File: src/rtl/prog_clk_div_pkg.sv
// Shared constants and types for prog_clk_div.
// Square outputs are built only with `define PROG_CLK_DIV_SQUARE_EN.
package prog_clk_div_pkg;

   localparam int unsigned DIV_W         = 16;
   localparam int unsigned DEFAULT_DIV_C = 10;

   typedef logic [DIV_W-1:0] div_t;

   // Channel-index width, never narrower than one bit
   function automatic int unsigned chan_w(input int unsigned n);
      return (n < 2) ? 1 : $clog2(n);
   endfunction

endpackage

File: src/rtl/prog_clk_div_chan.sv
// One divider channel: counter, active/pending divisor, tick and optional square output.
// Square output is built only with `define PROG_CLK_DIV_SQUARE_EN.
module prog_clk_div_chan
   import prog_clk_div_pkg::*;
#(
   parameter int unsigned WIDTH       = DIV_W,
   parameter int unsigned DEFAULT_DIV = DEFAULT_DIV_C
) (
   input  logic             clk_in,
   input  logic             i_rst,
   input  logic             i_en,
   input  logic             i_sync,
   input  logic             i_wr,
   input  logic [WIDTH-1:0] i_wr_div,
   output logic             o_pend,
   output logic             o_tick,
   output logic             o_sq
);

   localparam logic [WIDTH-1:0] C_DEF = WIDTH'(DEFAULT_DIV);

   logic [WIDTH-1:0] r_cnt, r_div_act, r_div_pend;
   logic             r_pend, r_tick;

   logic [WIDTH-1:0] w_cnt_nxt, w_act_nxt, w_pdiv_nxt;
   logic             w_pend_nxt, w_tick_nxt, w_wrap;

   assign w_wrap = (r_cnt == r_div_act - WIDTH'(1));

   always_comb begin
      w_cnt_nxt  = r_cnt;
      w_act_nxt  = r_div_act;
      w_pdiv_nxt = r_div_pend;
      w_pend_nxt = r_pend;
      w_tick_nxt = 1'b0;
      if (i_sync) begin
         w_cnt_nxt = '0;
         if (r_pend) begin
            w_act_nxt  = r_div_pend;
            w_pend_nxt = 1'b0;
         end
      end else if (i_en) begin
         if (w_wrap) begin
            w_cnt_nxt  = '0;
            w_tick_nxt = 1'b1;
            if (r_pend) begin
               w_act_nxt  = r_div_pend;
               w_pend_nxt = 1'b0;
            end
         end else begin
            w_cnt_nxt = r_cnt + WIDTH'(1);
         end
      end else if (r_pend) begin
         // Idle channel adopts the new divisor at once; restart if the held count no longer fits
         w_act_nxt  = r_div_pend;
         w_pend_nxt = 1'b0;
         if (r_cnt >= r_div_pend) w_cnt_nxt = '0;
      end
      // Top only issues a write when nothing is pending here
      if (i_wr) begin
         w_pdiv_nxt = i_wr_div;
         w_pend_nxt = 1'b1;
      end
   end

   always_ff @(posedge clk_in) begin
      if (i_rst) begin
         r_cnt      <= '0;
         r_div_act  <= C_DEF;
         r_div_pend <= C_DEF;
         r_pend     <= 1'b0;
         r_tick     <= 1'b0;
      end else begin
         r_cnt      <= w_cnt_nxt;
         r_div_act  <= w_act_nxt;
         r_div_pend <= w_pdiv_nxt;
         r_pend     <= w_pend_nxt;
         r_tick     <= w_tick_nxt;
      end
   end

   assign o_pend = r_pend;
   assign o_tick = r_tick;

`ifdef PROG_CLK_DIV_SQUARE_EN
   logic             r_sq;
   logic [WIDTH:0]   w_half;

   // ceil(div/2) in one extra bit so the maximum divisor cannot overflow
   assign w_half = ({1'b0, w_act_nxt} + (WIDTH+1)'(1)) >> 1;

   always_ff @(posedge clk_in) begin
      if (i_rst)
         r_sq <= 1'b0;
      else if (i_sync || i_en)
         r_sq <= ({1'b0, w_cnt_nxt} < w_half);
   end

   assign o_sq = r_sq;
`else
   assign o_sq = 1'b0;
`endif

endmodule

File: src/rtl/prog_clk_div.sv
// Multi-channel runtime-programmable clock-enable generator with config handshake.
// Square outputs on clk_out are built only with `define PROG_CLK_DIV_SQUARE_EN.
module prog_clk_div
   import prog_clk_div_pkg::*;
#(
   parameter int unsigned  CHANNELS    = 4,
   parameter int unsigned  WIDTH       = DIV_W,
   parameter int unsigned  DEFAULT_DIV = DEFAULT_DIV_C,
   localparam int unsigned CHAN_W      = chan_w(CHANNELS)
) (
   input  logic                clk_in,
   input  logic                rst,
   input  logic [CHANNELS-1:0] en,
   input  logic                sync_all,
   input  logic                cfg_valid,
   output logic                cfg_ready,
   input  logic [CHAN_W-1:0]   cfg_chan,
   input  logic [WIDTH-1:0]    cfg_div,
   output logic                cfg_err,
   output logic [CHANNELS-1:0] tick_out,
   output logic [CHANNELS-1:0] clk_out
);

   logic [CHANNELS-1:0] w_pend, w_wr, w_sq;
   logic                w_ready, w_accept, w_bad;
   logic                r_cfg_err;

   // Out-of-range channels are always ready so the rejected write can complete
   always_comb begin
      w_ready = 1'b1;
      for (int unsigned i = 0; i < CHANNELS; i++)
         if (cfg_chan == CHAN_W'(i)) w_ready = ~w_pend[i];
   end

   assign cfg_ready = w_ready;
   assign w_accept  = cfg_valid & w_ready;
   assign w_bad     = (cfg_div == '0) || (32'(cfg_chan) >= CHANNELS);

   always_ff @(posedge clk_in) begin
      if (rst) r_cfg_err <= 1'b0;
      else     r_cfg_err <= w_accept & w_bad;
   end

   assign cfg_err = r_cfg_err;

   for (genvar gi = 0; gi < CHANNELS; gi++) begin : g_chan
      assign w_wr[gi] = w_accept & ~w_bad & (cfg_chan == CHAN_W'(gi));

      prog_clk_div_chan #(
         .WIDTH       (WIDTH),
         .DEFAULT_DIV (DEFAULT_DIV)
      ) u_chan (
         .clk_in   (clk_in),
         .i_rst    (rst),
         .i_en     (en[gi]),
         .i_sync   (sync_all),
         .i_wr     (w_wr[gi]),
         .i_wr_div (cfg_div),
         .o_pend   (w_pend[gi]),
         .o_tick   (tick_out[gi]),
         .o_sq     (w_sq[gi])
      );
   end

   assign clk_out = w_sq;

endmodule
File: config.mk
export PLATFORM = sky130hd
export DESIGN_NAME = prog_clk_div
export DESIGN_NICKNAME = d
export VERILOG_FILES = /design/src/rtl/prog_clk_div_pkg.sv /design/src/rtl/prog_clk_div_chan.sv /design/src/rtl/prog_clk_div.sv
export SDC_FILE = /design/constraint.sdc
export NUM_CORES = 1
export LEC_CHECK = 0
export ABC_AREA = 1
export ABC_CLOCK_PERIOD_IN_PS = 2400
export CAP_MARGIN = 5
export CORE_MARGIN = 3
export CORE_UTILIZATION = 56
export DETAILED_ROUTE_END_ITERATION = 10
export PLACE_DENSITY = 0.73
export SLEW_MARGIN = 10
export SYNTH_ARGS = -nofsm -noshare
export SYNTH_HDL_FRONTEND = slang
export SYNTH_HIERARCHICAL = 1
export SYNTH_SLANG_ARGS = --single-unit
File: constraint.sdc
create_clock -name clk_in -period 2.4 [get_ports clk_in]
set_input_delay 0.36 -clock clk_in [delete_from_list [all_inputs] [get_ports clk_in]]
set_output_delay 0.36 -clock clk_in [all_outputs]
set_load 0.1 [all_outputs]
======== After elaboration in Yosys (flattened, before gate mapping) ========
Index checks and enable logic that the tools add are counted.
Widths: inputs -> output; s select.
operators by class
  eq/ne operators ......................... 15
  mux-type cells .......................... 56
  magnitude comparators ................... 4
  bitwise gates (word level) .............. 16
  add/sub/neg operators ................... 8
  reductions and logical operators ........ 19
operators by type and width
  cell                   number
  $mux 16                32
  $add 16x1->16 const B  4
  $eq 16x16->1           4
  $ge 16x16->1           4
  $sub 16x1->16 const B  4
  $mux 1                 24
  $logic_not 16->1       1
  $ne 4x1->1 const B     4
  $reduce_bool 2->1      8
  $ne 3x1->1 const B     4
  $reduce_or 3->1        4
  $not 1->1              9
  $reduce_and 2->1       4
  $and 1x1->1            7
  $eq 2x2->1 const B     2
  $eq 2x1->1 const B     1
  $logic_not 2->1        1
  $reduce_or 2->1        1
storage, ports and cells
  logic and storage cells ................. 139
  output and inout port bits .............. 10
  bits in registers ....................... 201

======== Longest topological paths before layout ========
  depth after elaboration ................. 9
  gate-level depth with buffers ........... 17
  mapped depth without buffers ............ 16

======== By module ========
The synthesis kept the hierarchy.
modules (own cells, without submodules)
  module                                    cells an instance  area an instance (um2)  instances  sequential area each (um2)
  prog_clk_div_chan (g_chan[1].u_chan ...)  480                3326.9                  3          1001.0
  prog_clk_div_chan (g_chan[0].u_chan)      464                3245.6                  1          1001.0
  prog_clk_div                              36                 180.2                   1          20.0

======== Worst setup path after synthesis ========
OpenSTA, ideal clock, no wires.
  kind .................................... reg2reg
  start ................................... register g_chan[1].u_chan.r_div_act[0]
  end ..................................... register g_chan[1].u_chan.r_div_act[10]
  path buffers ............................ 1
  clock period less this slack ............ 2023 ps
  arrival time ............................ 1908 ps
  path slack .............................. 377 ps
  stages on the path, launching flop included .. 16
  required time ........................... 2285 ps
  cells stage by stage .................... dfxtp_1 > inv_1 > ha_1 > nand3_4 > nor2_2 > xor2_1 > nand2_1 > inv_1 > nand2_2 > nor2_4 > nand2_4 > nand2_8 > buf_6 > nand3_1 > nand2_1 > nor2_1
between the ends
  cells in the longest elaborated chain, start to end .. 3
RTL lines
  what                    line                     RTL
  start, declared         prog_clk_div_chan.sv:22  logic [WIDTH-1:0] r_cnt, r_div_act, r_div_pend;
  start signal, assigned  prog_clk_div_chan.sv:75  r_div_act <= w_act_nxt;
  $sub 16x1->16           prog_clk_div_chan.sv:28  assign w_wrap = (r_cnt == r_div_act - WIDTH'(1));
  $eq 16x16->1            prog_clk_div_chan.sv:28
  $ne 3x1->1 (no line)    n/a
No other way between the ends.
A chain may end at the register's enable or synchronous reset.

======== Worst setup path after layout ========
  start ................................... register g_chan[3].u_chan.r_div_act[1]
  end ..................................... register g_chan[3].u_chan.r_div_act[1]
between the ends
  cells in the longest elaborated chain, start to end .. 4
  elaborated cells on any way between the ends .. 7
RTL lines
  what                                                                   line
  start, declared                                                        prog_clk_div_chan.sv:22
  start signal, assigned                                                 prog_clk_div_chan.sv:75
  parallel branches: the longest is 4 deep, another holds $sub 16x1->16  n/a
Parallel ways; which one is timed is not known. The select of a mux whose other input is x is not followed.

==> flow_metrics.py <==
metrics = {
    "yosys": {
        "synth_ff_type": "dfxtp_1",
        "synthTopCellsByArea": "dfxtp_1, nand2_1, nand3_1, a21oi_1, ha_1",
        "ys_seq_area_share_pct": 30.0,
        "ys_types": 42,
        "async_reset_ff_share_pct": 0,
        "synth_nets": 2038,
        "synth_warnings": 6,
        "synth_top_area_share_pct": 30.0,
        "yosysTopAreaCell": "dfxtp_1",
        "synth_edf_count": 0,
        "netlist_instances": 1940,
        "synth_seq_cells": 201,
        "avgSynthCellArea_um2": 6.91,
        "yosys.cell_count.top_type": "nand2_1",
        "netlist_area_um2": 13400,
        "synth_top_cells_by_count": "nand2_1, nand3_1, a21oi_1",
    },
    "timing": {
        "hold_slack_ns": 0.486,
        "maxSlewHeadroom_pct": 52.5,
        "grt_setup_unrepaired": "false",
        "slew_viol_final": 0,
        "finalSetupTns_ns": 0,
        "skew_ns": 0.0144,
        "setup_viol": 0,
        "hold_violations": 0,
        "min_period_ns": 2.23,
        "finalCritPeriodShare_pct": 92.7,
        "tightest_slew_ns": 0.709,
        "max_freq_mhz": 449,
    },
    "routing": {
        "via_per_inst": 5.52,
        "wire_per_inst_um": 15.1,
        "dr.pass1.iters": 5,
        "drc": 0,
        "ant_nets": 0,
        "routed_wl_mm": 34.8,
        "vias": 12700,
        "drtIter0Drc": 935,
    },
    "global_route": {
        "grtUsageTotal_pct": 26.1,
        "grt_pass1_wl_mm": 57.2,
        "grt_max_degree": 34,
        "grt_pass1_vias": 11800,
        "grt_overflow": 0,
        "grt_antenna_before_repair": 1,
    },
    "place": {
        "gp_congestion": 0.910,
        "port_buffers": 31,
        "dpl.cell_count": 2261,
        "dpl.hpwl_mm": 25.3,
    },
    "floorplanning": {
        "start_util_pct": 58.2,
        "pin_count": 36,
        "dieArea_um2": 25800,
        "core-area_um2": 23100,
        "num_rows": 55,
        "die_h_um": 161,
        "die_w_um": 161,
    },
    "final_layout": {
        "antenna_cells": 0,
        "nFillCells": 2081,
        "drive_gt1_share_pct": 10.2,
        "final_net_count": 2073,
        "final_util_pct": 65.0,
        "area_growth_pct": 11.7,
        "fin_cells": 2303,
    },
    "flow_run": {
        "maxCapViolCount": 0,
    },
    "clock_network": {
        "cts.sinks": 201,
        "cts_buffers": 22,
        "cts_max_level": 1,
        "cts_resized": 0,
        "clk_latency_ns": 0.52,
        "cts_tree": "done",
        "cts_hold_buf": 0,
        "clock_path_buffers": 3,
        "path_clk_slew_ns": 0.06,
        "postCtsSetupBuffers": 0,
        "cts_root_buf": "clkbuf_16",
    },
    "pwr": {
        "p_switching_uw": 2160,
        "ir_drop_v": 0.000506,
        "powerDensity_nw_per_um2": 544,
        "share_comb_of_total_power_pct": 12.9,
        "power_uw": 8150,
        "p_clk_share_pct": 44.2,
        "intPower_uw": 5990,
        "leakage_uw": 0.00640,
        "seq_power_share_pct": 42.9,
        "p_sw_share_pct": 26.4,
    },
    "worst_setup_path": {
        "critPathBufInv": 1,
        "rr_startpoint": "g_chan[3].u_chan/r_div_act[1]",
        "critPathLaunch": "g_chan[3].u_chan/r_div_act[1]",
        "critPathLaunchType": "flop",
        "arrival_ns": 2.61,
        "worst_setup_path_end_kind": "flop",
        "cp_cell_sequence": "inv_1 -> ha_1 -> nand3_4 -> nor2_4 -> xor2_1 -> nand3_1 -> nor3_2 -> nand2_4 -> nand2_8 -> nand2_1 -> nand2_1 -> nand3_1",
        "crit_family": "simple AND/OR/NAND/NOR gates",
        "crit_path_max_fanout": 31,
        "critical-path-max-stage-delay_ns": 0.36,
        "required_ns": 2.78,
        "cp_slowest_cell": "dfxtp_1",
        "setup.worst_path.class": "reg2reg",
    },
    "hold_path": {
        "worstHoldStart": "g_chan[2].u_chan/r_div_pend[14]",
        "min_path_type": "reg2reg",
    },
    "outcome": {
        "status": "complete, no violations",
    },
}
[flip-flops by register name, summed over array words and instances (netlist names)]
signal / cells
g_chan.u_chan/r_cnt: 64
g_chan.u_chan/r_div_act: 64
g_chan.u_chan/r_div_pend: 64
g_chan.u_chan/o_pend: 4
g_chan.u_chan/o_tick: 4
cfg_err: 1
[routing by layer]
| layer | vias to the layer above | wire, µm | GRT usage [%] |
|---|---|---|---|
| met3 | 74 | 2210 | 3.71 |
| met5 | - | 14 | 0 |
| li1 | 6451 | - | - |
| met4 | 2 | 976 | 8.72 |
| met1 | 5803 | 15600 | 35.0 |
| met2 | 378 | 16000 | 43.4 |
[layout by cell type, fill, tap and decap left out, types with 25 or more instances in the layout]
cell               n
a21oi_1          216
nand3b_1          61
ha_1              70
nand2_1          364
xnor2_1           43
nor2_1           174
buf_4             65
inv_1            179
clkdlybuf4s50_1   25
xor2_1            65
dfxtp_1          201
o21ai_0           82
nand3_1          236
[power by group through the flow]
stage | logic [µW] | clock network (µW) | registers, µW
final | 1050 | 3600 | 3500
after detailed placement | 1030 | 0 | 3570
after CTS | 1040 | 3660 | 3500
after global routing | 1180 | 3810 | 3510
after floorplan | 761 | 0 | 3550
after global placement | 1010 | 0 | 3570
[logic make-up after synthesis]
logic type               count (synthesis)  synth area share, %
AO/OA/AOI/OAI                          307                 11.7
XOR/XNOR                               111                 7.25
adder cells (fa/ha/maj)                 72                 6.72
buffers and inverters                  283                 9.31
flip-flops                             201                 30.0
other                                    4                0.112
AND/OR/NAND/NOR                        962                 34.9
[worst reg2reg max path: cells and delay by family, from the launching register on]
kind | cells | cell delay, ns
and+or+nand+nor | 9 | 1.20
xor gates and xnor gates | 1 | 0.23
adders and majority gates | 1 | 0.23
DFF | 1 | 0.36
buffers and inverters | 1 | 0.09
[path summary, 6_finish.rpt]
| path | endpoint | slack (ns) | depth (start not counted) |
|---|---|---|---|
| setup / recovery | g_chan[3].u_chan/r_div_act[1] | 0.17 | 12 |
| hold / removal | g_chan[2].u_chan/r_div_pend[14] | 0.49 | 2 |
| hold reg to reg | g_chan[2].u_chan/r_div_pend[14] | 0.49 | 2 |
| setup reg to reg | g_chan[3].u_chan/r_div_act[1] | 0.17 | 12 |
[stage by stage]
| stage | setup slack [ns] | cell area (µm²) |
|---|---|---|
| 5_1_grt | 0.00389 | 15000 |
| 2_1_floorplan | 0.377 | 13400 |
| 4_1_cts | 0.126 | 14900 |
| 3_5_place_dp | 0.140 | 14100 |
| 6_report | 0.174 | 15000 |
| 3_3_place_gp | 0.228 | 14100 |
[cell type report]
| class | count | area, µm² | area share, % |
|---|---|---|---|
| multi-input cells | 1459 | 8210 | 54.8 |
| flip-flops and latches | 201 | 4020 | 26.9 |
| repair buffers | 96 | 858 | 5.73 |
| clock inverters | 9 | 126 | 0.844 |
| well taps | 313 | 392 | 2.61 |
| inverters | 195 | 732 | 4.89 |
| clock buffers | 30 | 642 | 4.28 |
Power figures use the tool's default switching activity.
